==> src/rtl/if_id_buffer.sv <==
`default_nettype none
// +----------------------------------------------------------------------------+
// | if_id_buffer : fetch/decode skid queue pairing fetch metadata with imem data |
// | Rev 1.0                                                                      |
// +----------------------------------------------------------------------------+

package if_id_buffer_pkg;
    typedef struct packed {
        logic [31:0] pc_s;
        logic        valid_s;
        logic [63:0] order_s;
    } if_id_stage_reg_t;
endpackage

module if_id_buffer #(
    parameter int DEPTH = 2
) (
    input  logic                                clk,
    input  logic                                rst_n,
    input  if_id_buffer_pkg::if_id_stage_reg_t  if_id_reg,
    input  logic [31:0]                         imem_rdata,
    input  logic                                imem_resp,
    input  logic                                id_stall,
    input  logic                                flush,
    output logic                                if_stall,
    output logic                                id_valid,
    output logic [31:0]                         id_pc,
    output logic [63:0]                         id_order,
    output logic [31:0]                         id_inst
);

    localparam int          CNT_W    = $clog2(DEPTH + 1);
    localparam int          PTR_W    = (DEPTH > 1) ? $clog2(DEPTH) : 1;
    localparam logic [31:0] NOP_INST = 32'h0000_0013;

    logic [CNT_W-1:0] count_q, count_d;
    logic [PTR_W-1:0] wr_ptr_q, wr_ptr_d;
    logic [PTR_W-1:0] rd_ptr_q, rd_ptr_d;
    logic             pend_valid_q, pend_valid_d;
    logic [31:0]      pend_pc_q, pend_pc_d;
    logic [63:0]      pend_order_q, pend_order_d;
    logic             drop_q, drop_d;

    logic [31:0]      pc_mem_q    [DEPTH];
    logic [31:0]      pc_mem_d    [DEPTH];
    logic [63:0]      order_mem_q [DEPTH];
    logic [63:0]      order_mem_d [DEPTH];
    logic [31:0]      inst_mem_q  [DEPTH];
    logic [31:0]      inst_mem_d  [DEPTH];

    logic             pop;
    logic             push;
    logic             accept;
    logic [CNT_W:0]   free;
    logic [CNT_W:0]   need;

    function automatic logic [PTR_W-1:0] ptr_inc(input logic [PTR_W-1:0] p);
        ptr_inc = (p == PTR_W'(DEPTH - 1)) ? '0 : p + PTR_W'(1);
    endfunction

    assign id_valid = (count_q != '0);
    assign id_pc    = id_valid ? pc_mem_q[rd_ptr_q]    : 32'h0;
    assign id_order = id_valid ? order_mem_q[rd_ptr_q] : 64'h0;
    assign id_inst  = id_valid ? inst_mem_q[rd_ptr_q]  : NOP_INST;

    // A pending response already owns one slot, so a new request needs a second.
    assign pop      = id_valid & ~id_stall;
    assign free     = (CNT_W+1)'(DEPTH) - {1'b0, count_q} + (CNT_W+1)'(pop);
    assign need     = (CNT_W+1)'(pend_valid_q) + (CNT_W+1)'(1);
    assign if_stall = drop_q | (pend_valid_q & ~imem_resp) | (free < need);
    assign accept   = if_id_reg.valid_s & ~if_stall & ~flush;
    assign push     = imem_resp & pend_valid_q & ~drop_q & ~flush;

    always_comb begin
        count_d      = count_q;
        wr_ptr_d     = wr_ptr_q;
        rd_ptr_d     = rd_ptr_q;
        pend_valid_d = pend_valid_q;
        pend_pc_d    = pend_pc_q;
        pend_order_d = pend_order_q;
        drop_d       = drop_q;
        pc_mem_d     = pc_mem_q;
        order_mem_d  = order_mem_q;
        inst_mem_d   = inst_mem_q;

        if (flush) begin
            count_d      = '0;
            wr_ptr_d     = '0;
            rd_ptr_d     = '0;
            pend_valid_d = 1'b0;
            drop_d       = pend_valid_q & ~imem_resp;
        end else begin
            if (drop_q && imem_resp) begin
                drop_d = 1'b0;
            end
            if (push) begin
                pc_mem_d[wr_ptr_q]    = pend_pc_q;
                order_mem_d[wr_ptr_q] = pend_order_q;
                inst_mem_d[wr_ptr_q]  = imem_rdata;
                wr_ptr_d              = ptr_inc(wr_ptr_q);
            end
            if (pop) begin
                rd_ptr_d = ptr_inc(rd_ptr_q);
            end
            count_d = count_q + CNT_W'(push) - CNT_W'(pop);
            if (accept) begin
                pend_valid_d = 1'b1;
                pend_pc_d    = if_id_reg.pc_s;
                pend_order_d = if_id_reg.order_s;
            end else if (push) begin
                pend_valid_d = 1'b0;
            end
        end
    end

    always_ff @(posedge clk) begin
        if (!rst_n) begin
            count_q      <= '0;
            wr_ptr_q     <= '0;
            rd_ptr_q     <= '0;
            pend_valid_q <= 1'b0;
            drop_q       <= 1'b0;
        end else begin
            count_q      <= count_d;
            wr_ptr_q     <= wr_ptr_d;
            rd_ptr_q     <= rd_ptr_d;
            pend_valid_q <= pend_valid_d;
            drop_q       <= drop_d;
            assert (!(push && !pop && count_q == CNT_W'(DEPTH)))
                else $error("if_id_buffer: push into full queue");
            assert (!(imem_resp && !pend_valid_q && !drop_q && !flush))
                else $warning("if_id_buffer: imem_resp with no request outstanding ignored");
        end
    end

    // Payload storage carries no reset; validity is tracked by count_q alone.
    always_ff @(posedge clk) begin
        pend_pc_q    <= pend_pc_d;
        pend_order_q <= pend_order_d;
        pc_mem_q     <= pc_mem_d;
        order_mem_q  <= order_mem_d;
        inst_mem_q   <= inst_mem_d;
    end

endmodule
`default_nettype wire

==> config.mk <==
export PLATFORM = sky130hd
export DESIGN_NAME = if_id_buffer
export DESIGN_NICKNAME = d
export VERILOG_FILES = /design/src/rtl/if_id_buffer.sv
export SDC_FILE = /design/constraint.sdc
export NUM_CORES = 1
export LEC_CHECK = 0
export ABC_AREA = 1
export CAP_MARGIN = 20
export CORE_MARGIN = 8
export CORE_UTILIZATION = 55
export CTS_CLUSTER_DIAMETER = 120
export DETAILED_ROUTE_END_ITERATION = 8
export PLACE_DENSITY_LB_ADDON = 0.2
export SLEW_MARGIN = 20
export SYNTH_ARGS = -nofsm -noshare
export SYNTH_HDL_FRONTEND = slang
export SYNTH_SLANG_ARGS = --single-unit
==> constraint.sdc <==
create_clock -name clk -period 19.3 [get_ports clk]
set_input_delay 2.895 -clock clk [delete_from_list [all_inputs] [get_ports clk]]
set_output_delay 2.895 -clock clk [all_outputs]
set_load 0.02 [all_outputs]
-- After elaboration in Yosys (flattened, before gate mapping)
Index checks and enable logic that the tools add are counted.
- magnitude comparators: 4
- bitwise logic cells: 17
- add/subtract/negate cells: 7
- reduce and logical (&&, ||, !) cells: 8
- mux-type cells: 25
- operator list (kind ; number):
    2-to-1 mux 64 bit ; 5
    2-to-1 mux 32 bit ; 9
    bitwise mux 128 bit ; 1
    bitwise mux 64 bit ; 2
    demux 64 bit (select 1 bit) ; 1
    demux 32 bit (select 1 bit) ; 1
    bitwise AND 1 bit ; 7
    2-to-1 mux 1 bit ; 6
    inverter 1 bit ; 6
    nonzero test 2 bit ; 3
    >= comparator 2 bit (second input constant) ; 2
    inverter 1 -> 2 bit ; 2
    AND reduction 2 bit ; 2
    adder 3 x 1 -> 3 bit ; 1
    < comparator 3 x 2 -> 1 bit ; 1
    subtractor 2 x 2 -> 3 bit (first input constant) ; 1
    adder 1 bit (second input constant) ; 2
    adder 1 x 1 -> 2 bit (second input constant) ; 1
    adder 2 x 1 -> 2 bit ; 1
    logical AND 1 bit ; 2
    < comparator 2 x 1 -> 1 bit (second input constant) ; 1
    bitwise OR 1 bit ; 2
    OR reduction 2 bit ; 1
    subtractor 2 x 1 -> 2 bit ; 1
- flip-flop bits (word level): 358
- logic and storage cells: 74
- bits of input ports: 134
- output and inout port bits: 130

-- Depth between registers and ports, before layout
Gate-level depths: netlist of run 1.
- depth in word-level cells: 9
- depth in mapped cells: 11
- mapped depth without buffers: 11

-- Least setup slack after synthesis of run 1
OpenSTA, ideal clock, no wires.
- kind: in2reg
- start point: input port flush
- end point: register inst_mem_q[0] in the netlist's numbering, enable pin
- stages: 3
- setup time: 0.619 ns
- data required time: 18.681 ns
- setup slack: 10.147 ns
- arrival: 8.534 ns
- cell sequence: nor2_1 > nand3_1 > nor2_1
- longest elaborated chain between the ends: 3
- ends and longest elaborated chain (what ; line ; RTL):
    from (decl) ; 24 ; input logic flush,
    inverter 1 bit (no source line) (*) ; - ;
    bitwise AND 1 bit ; 72 ; assign push = imem_resp & pend_valid_q & ~drop_q & ~flush;
    AND reduction 2 bit (no source line) (*) ; - ;
    to (signal assigned) ; 142 ; inst_mem_q <= inst_mem_d;
    to (decl) ; 48 ; logic [31:0] inst_mem_q [DEPTH];
Every way passes the cells marked *; elsewhere a longest branch is shown, timed or not.
A chain may end at the register's enable or synchronous reset.

-- Worst setup path after layout of run 1
- start point: input port id_stall
- end point: output port if_stall
- longest elaborated chain between the ends: 5
- ends and longest elaborated chain (what ; line ; RTL):
    from (decl) ; 23 ; input logic id_stall,
    inverter 1 bit ; 67 ; assign pop = id_valid & ~id_stall;
    bitwise AND 1 bit ; 67 ;
    named net pop ; 51 ; logic pop;
    adder 3 x 1 -> 3 bit ; 68 ; assign free = (CNT_W+1)'(DEPTH) - {1'b0, count_q} + (CNT_W+1)'(pop);
    < comparator 3 x 2 -> 1 bit ; 70 ; assign if_stall = drop_q | (pend_valid_q & ~imem_resp) | (free < need);
    bitwise OR 1 bit ; 70 ;
    to (decl) ; 25 ; output logic if_stall,
The timed path passes the listed nets, and every way through them passes these cells.

==> summary.txt, run 1 <==
Tot Pwr: 1.59 mW
Hold Crit Endpoint: order_mem_q[127]
First-pass GRT wire length: 43.0 mm
Post-Synth Adder-Cell Area: 0.490%
Dpl cells: 1347
Num rows: 55
Syn nets: 970
Yosys warnings: 0
Clock slew at reported path FFs: 0.06 ns
Area of the multi-input gates: 1820 um^2
Post-CTS setup buffers: 0
Gpl congestion: 0.737
Max Clock Skew: 0.0244 ns
Setup crit end kind: primary output
Wirelength, routed: 28.3 mm
H-tree Lvls: 2
Area grow syn2layout: 31.4%
Cells after synthesis: 831
GR Util met3: 6.52%
Fin. Hold Viols: 0
Net switching power: 0.292 mW
Worst-Skew Late Latency: 0.51 ns
Worst-Margin Slew: 1.05 ns
Clock power share: 42.1%
Layout Cells excl Fill: 1410
Detailed router's first-iteration violation count: 698
Compound-cell area share of the yosys netlist: 5.12%
Ratio of cells with drive above 1 in the final layout: 5.69%
Grt ovf: 0
Sequential Power Share: 55.0%
CTS resizes: 0
Peak Freq: 0.125 GHz
Core area: 22700 um^2
Largest family of logic cells by synthesized area: simple AND/OR/NAND/NOR gates
Register area: 10700 um^2
Worst vdd ir: 0.0000796 V
CTS tree: built
Drt pass-1 iters: 4
HP Start: pend_order_q[63]
# setup viols final: 0
Vias in the first global route: 7866
GR Layer Usage met2: 32.4%
Power Dens Cells: 94.6 nW/um^2
Pint: 1.29 mW
Worst rel slew slack: 30.2%
Initial antenna violation count: 6
R2r worst-path depth: 12
Tcrit/Tclk final: 41.5%
Run status: finished clean
Hold Path Stages: 0
Total CTS buffers: 36
Setup TNS: 0 ns
Worst r2r src: count_q[1]
Seq/Total Area, Yosys: 83.8%
Worst Path Max Fanout: 3
Mux contribution to synthesized area: 0%
Post-synthesis xor/xnor area fraction: 0.0687%
Fraction of the mapped netlist area in simple logic gates: 8.43%
DRC violations left: 0
CTS sink cnt: 358
Most frequent cells in the layout: 352 x edfxtp_1, 268 x nand2_1, 263 x clkdlybuf4s50_1
# Max-Cap Violations: 0
Combinational share of power: 2.9%
Worst reg2reg endpoint: pend_order_q[29]
HPWL Detailed: 17.4 mm
Startpoint types: input port
Routed len/inst: 20.1 um
# fillers: 1451
Die X: 168 um
Synthesized flop and latch total: 358
Switch share: 18.4%
Worst Path Arrival: 5.12 ns
Die Height: 168 um
Gr busiest metal: met2
Vias per cell: 5.32
Avg Cell Area, Syn: 15.4 um^2
Post-layout net count: 1239
Clock buffer depth: 3
GRT Total Usage: 19.5%
Total vias in the final route: 7496
Reg2Reg Setup Slack: 15.94 ns
I/O pin count: 264
Port bufs: 263
Commonest non-fill, non-tap cell in the layout: edfxtp_1
Final ANT Viol Nets: 0
Die ar.: 28300 um^2
Final slew viol count: 0
Met1 global-route usage: 23.9%
CP required: 16.41 ns
Minimum clock period: 8.02 ns
Leakage: 5.70 nW
CTS root buffer: clkbuf_16
Hold buffer count at cts: 0
Crit path kind: input port to primary output
Pin count of the biggest net entering global routing: 89
Initial Util: 56.2%
Crit path launch: id_stall
Yosys cell types: 16
Unrepaired setup endpoints after global routing: false
Mapped Area: 12800 um^2
Hold Path Class: flop to flop
power groups by stage:
| stage | clock, mW | combinational, mW | sequential, mW |
|---|---|---|---|
| 4_1_cts | 0.683 | 0.0462 | 0.873 |
| 5_1_grt | 0.715 | 0.0486 | 0.873 |
| 3_5_place_dp | 0 | 0.0459 | 0.889 |
| 2_1_floorplan | 0 | 0.0103 | 0.889 |
| 6_report | 0.668 | 0.0457 | 0.873 |
| 3_3_place_gp | 0 | 0.0451 | 0.887 |
synth_stat cells (all sizes together):
library cell | number | area (um^2)
a21oi | 129 | 646
nand3 | 5 | 25.0
nor2 | 8 | 37.5
dfxtp | 6 | 120
edfxtp | 352 | 10600
nor3b | 1 | 7.51
xnor2 | 1 | 8.76
inv | 14 | 52.6
ha | 5 | 62.6
nand2 | 268 | 1010
buf | 34 | 188
a211oi | 1 | 7.51
clkbuf | 7 | 26.3
how the worst max path moves through the flow:
stage,endpoint,slack [ns],cells past startpoint
finish,if_stall,11.28,11
global route,if_stall,11.14,11
CTS,if_stall,11.27,11
detailed placement,if_stall,11.28,11
global placement,if_stall,11.34,11
floorplan,inst_mem_q[0],10.15,3
per-stage QoR:
step	hold slack (ns)	setup slack, ns	util [%]	instance area (um^2)
floorplan	0.421	10.15	-	12800
global placement	0.421	11.34	68.8	15600
detailed placement	0.430	11.28	68.8	15600
CTS	0.425	11.27	73.8	16800
global route	0.435	11.14	73.8	16800
finish	0.425	11.28	73.8	16800
worst max-delay path, cell delays in order:
cell and delay, ns:
clkdlybuf4s50_1 0.40, nor2_1 0.20, inv_1 0.08, ha_1 0.19, ha_1 0.26, inv_1 0.04
ha_1 0.26, nand2_1 0.07, nand2_1 0.06, nand2_1 0.06, clkdlybuf4s50_1 0.61
final cells by class:
type | instances | area share (%)
diodes | 1 | 0.0149
clock buffers | 46 | 5.60
clock inverters | 16 | 1.17
inverters | 14 | 0.343
multi-input cells | 418 | 10.8
flip-flops and latches | 358 | 63.8
well taps | 285 | 2.13
repair buffers | 272 | 16.1
cell families after synthesis:
group,count (synthesis)
AO/OA/AOI/OAI,130
XOR/XNOR,1
adder cells (fa/ha/maj),5
buffers and inverters,55
flip-flops,358
AND/OR/NAND/NOR,282
registers in the layout (all words and copies together), names as in the netlist:
name,flops
rd_ptr_q,1
count_q,2
pend_valid_q,1
order_mem_q,128
wr_ptr_q,1
pc_mem_q,64
inst_mem_q,64
pend_pc_q,32
drop_q,1
pend_order_q,64
routing by layer:
metal  vias to the layer above  part of all wire, %
met5                         -                 0.28
met4                        12                  2.5
li1                       3520                    -
met3                        64                  9.6
met1                      3608                   39
met2                       292                   49
Power figures use the tool's default switching activity.
==> run 2, diff against run 1 <==
--- a/config.mk
+++ b/config.mk
@@ -8,7 +8,7 @@
 export ABC_AREA = 1
 export CAP_MARGIN = 20
 export CORE_MARGIN = 8
-export CORE_UTILIZATION = 55
+export CORE_UTILIZATION = 51
 export CTS_CLUSTER_DIAMETER = 120
 export DETAILED_ROUTE_END_ITERATION = 8
 export PLACE_DENSITY_LB_ADDON = 0.2
==> constraint.sdc (replaced) <==
create_clock -name clk -period 8.2 [get_ports clk]
set_input_delay 1.23 -clock clk [delete_from_list [all_inputs] [get_ports clk]]
set_output_delay 1.23 -clock clk [all_outputs]
set_load 0.02 [all_outputs]
==> run 2 against run 1 <==
Effect of this change: count of clock-buffer cells in the layout decreased by 2; total power increased by 130%; design area about the same; largest power group unchanged; critical endpoint is now id_order[48].
==> summary.txt, run 2 (synthesized netlist as in run 1, its figures left out) <==
Final ANT Viol Nets: 0 (unchanged)
Setup ws final: 3.32 ns (-7.96 ns)
WP buf/inv: 3 (-1)
Commonest non-fill, non-tap cell in the layout: edfxtp_1
Post-layout net count: 1239 (unchanged)
Dpl cells: 1392 (+3.3%)
Num rows: 58 (+5.5%)
Post-layout util: 67.3% (-6.5 points)
Worst r2r src: count_q[1]
CTS root buffer: clkbuf_16
Biggest register: order_mem_q
Power Dens Cells: 217 nW/um^2 (+130%)
Total CTS buffers: 36 (unchanged)
Area grow syn2layout: 31.3% (about the same)
DRC violations left: 0 (unchanged)
Die ar.: 30300 um^2 (+7.1%)
Setup crit end kind: primary output
Max FFs per register: 128 (unchanged)
Vias in the first global route: 7501 (-4.6%)
Gpl congestion: 0.721 (-2.2%)
Hold Path Stages: 0 (unchanged)
CTS tree: built
Final Cell Area: 16800 um^2 (about the same)
Most frequent cells in the layout: 352 x edfxtp_1, 268 x nand2_1, 263 x clkdlybuf4s50_1
Port bufs: 263 (unchanged)
Tcrit/Tclk final: 59.5%
DP Worst Slack: 3.51 ns (-7.77 ns)
First-pass GRT wire length: 41.9 mm (-2.6%)
Hold Path Class: flop to flop
Vias per cell: 5.10 (-4.1%)
Worst path cell trace: inv_4 -> buf_4 -> nand2_1 -> a21oi_1 -> clkdlybuf4s50_1
# setup viols final: 0 (unchanged)
Worst rel slew slack: 32.4% (+2.2 points)
Peak Freq: 0.205 GHz
Worst-Margin Slew: 1.01 ns (-0.0328 ns)
GRT Total Usage: 17.6% (-1.9 points)
Crit path kind: flop to primary output
I/O pin count: 264 (unchanged)
Total vias in the final route: 7425 (-0.95%)
Pin count of the biggest net entering global routing: 84 (-5.6%)
H-tree Lvls: 2 (unchanged)
Max incr delay on CP: 0.71 ns (+0.10 ns)
Initial antenna violation count: 5 (-1)
# fillers: 1718 (+18%)
Post-CTS setup buffers: 0 (unchanged)
Placed instance area: 15700 um^2 (+0.36%)
Unrepaired setup endpoints after global routing: false
Critical path's top delay family: buffers and inverters
Worst hold slack: 0.440 ns (+0.0147 ns)
Wirelength, routed: 27.3 mm (-3.6%)
Tot Pwr: 3.64 mW (+130%)
Die X: 174 um (+3.5%)
Die Height: 174 um (+3.5%)
Fin. Hold Viols: 0 (unchanged)
Initial Util: 51.3% (-4.9 points)
Slowest cell on crit path: buf_4
CP Depth: 5 (-6)
Leakage: 5.68 nW (-0.32%)
CP required: 6.97 ns (-9.44 ns)
Layout Cells excl Fill: 1456 (+3.3%)
Final slew viol count: 0 (unchanged)
HPWL Detailed: 16.8 mm (-3.9%)
Worst vdd ir: 0.000205 V (+160%)
Ratio of cells with drive above 1 in the final layout: 5.60% (-0.094 points)
HP Start: pend_order_q[60]
Crit path launch: rd_ptr_q
R2r worst-path depth: 12 (unchanged)
Run status: finished clean
Drt pass-1 iters: 5 (+1)
Core area: 24900 um^2 (+9.6%)
Worst-Skew Late Latency: 0.49 ns (-0.02 ns)
Routed len/inst: 18.7 um (-6.6%)
Detailed router's first-iteration violation count: 617 (-12%)
Max Clock Skew: 0.0114 ns (-0.0130 ns)
Clock buffer depth: 3 (unchanged)
CTS resizes: 0 (unchanged)
Grt ovf: 0 (unchanged)
Hold buffer count at cts: 0 (unchanged)
Startpoint types: flop
Worst Path Arrival: 3.65 ns (-1.47 ns)
# Max-Cap Violations: 0 (unchanged)
Clock slew at reported path FFs: 0.06 ns (about the same)
CTS sink cnt: 358 (unchanged)
Minimum clock period: 4.88 ns
Setup TNS: 0 ns (unchanged)
Worst Path Max Fanout: 83 (+80)
-- run 2: cell types whose count changed in the layout (fill, tap and decap cells not counted), moves of 3 or more --
cell       previous run  this run
clkinv_1              4        10
bufinv_16             4         1
clkinv_2              4         8
clkbuf_1             10         6
-- run 2: final timing paths --
kind / to / slack [ns]
setup / recovery: id_order[48] / 3.32
hold / removal: order_mem_q[60] / 0.44
setup reg to reg: pend_order_q[17] / 4.88
hold reg to reg: order_mem_q[60] / 0.44
-- run 2: worst register-to-register path, cell delays in order (launching register included) --
cell	delay [ns]
dfxtp_1	0.43
nor2_4	0.06
nor2_1	0.17
inv_1	0.08
ha_1	0.18
ha_1	0.27
inv_1	0.04
ha_1	0.26
nand2_1	0.05
nand2_1	0.07
nand3_1	0.13
inv_4	0.47
buf_4	0.72
-- run 2: cell type report --
type | instances | area, um^2 | area share [%]
clock buffers | 44 | 962 | 5.74
clock inverters | 19 | 108 | 0.642
well taps | 330 | 413 | 2.46
multi-input cells | 418 | 1820 | 10.8
inverters | 14 | 57.6 | 0.344
diodes | 1 | 2.50 | 0.0149
flip-flops and latches | 358 | 10700 | 63.8
repair buffers | 272 | 2700 | 16.1
-- run 2: report_power, final --
part	internal, mW	switching (mW)	total [mW]	leakage (nW)
Combinational	0.0649	0.0423	0.107	1.90
Clock	0.861	0.618	1.48	0.531
Sequential	2.04	0.0117	2.05	3.25
-- run 2: metal layers --
metal | routed length [um] | track usage [%] | part of all wire (%) | vias up
met5 | 46 | 0 | 0.17 | -
met4 | 515 | 4.95 | 1.9 | 8
met1 | 11200 | 22.5 | 41 | 3602
met2 | 13300 | 28.5 | 49 | 258
met3 | 2260 | 5.60 | 8.3 | 47
li1 | - | - | - | 3510
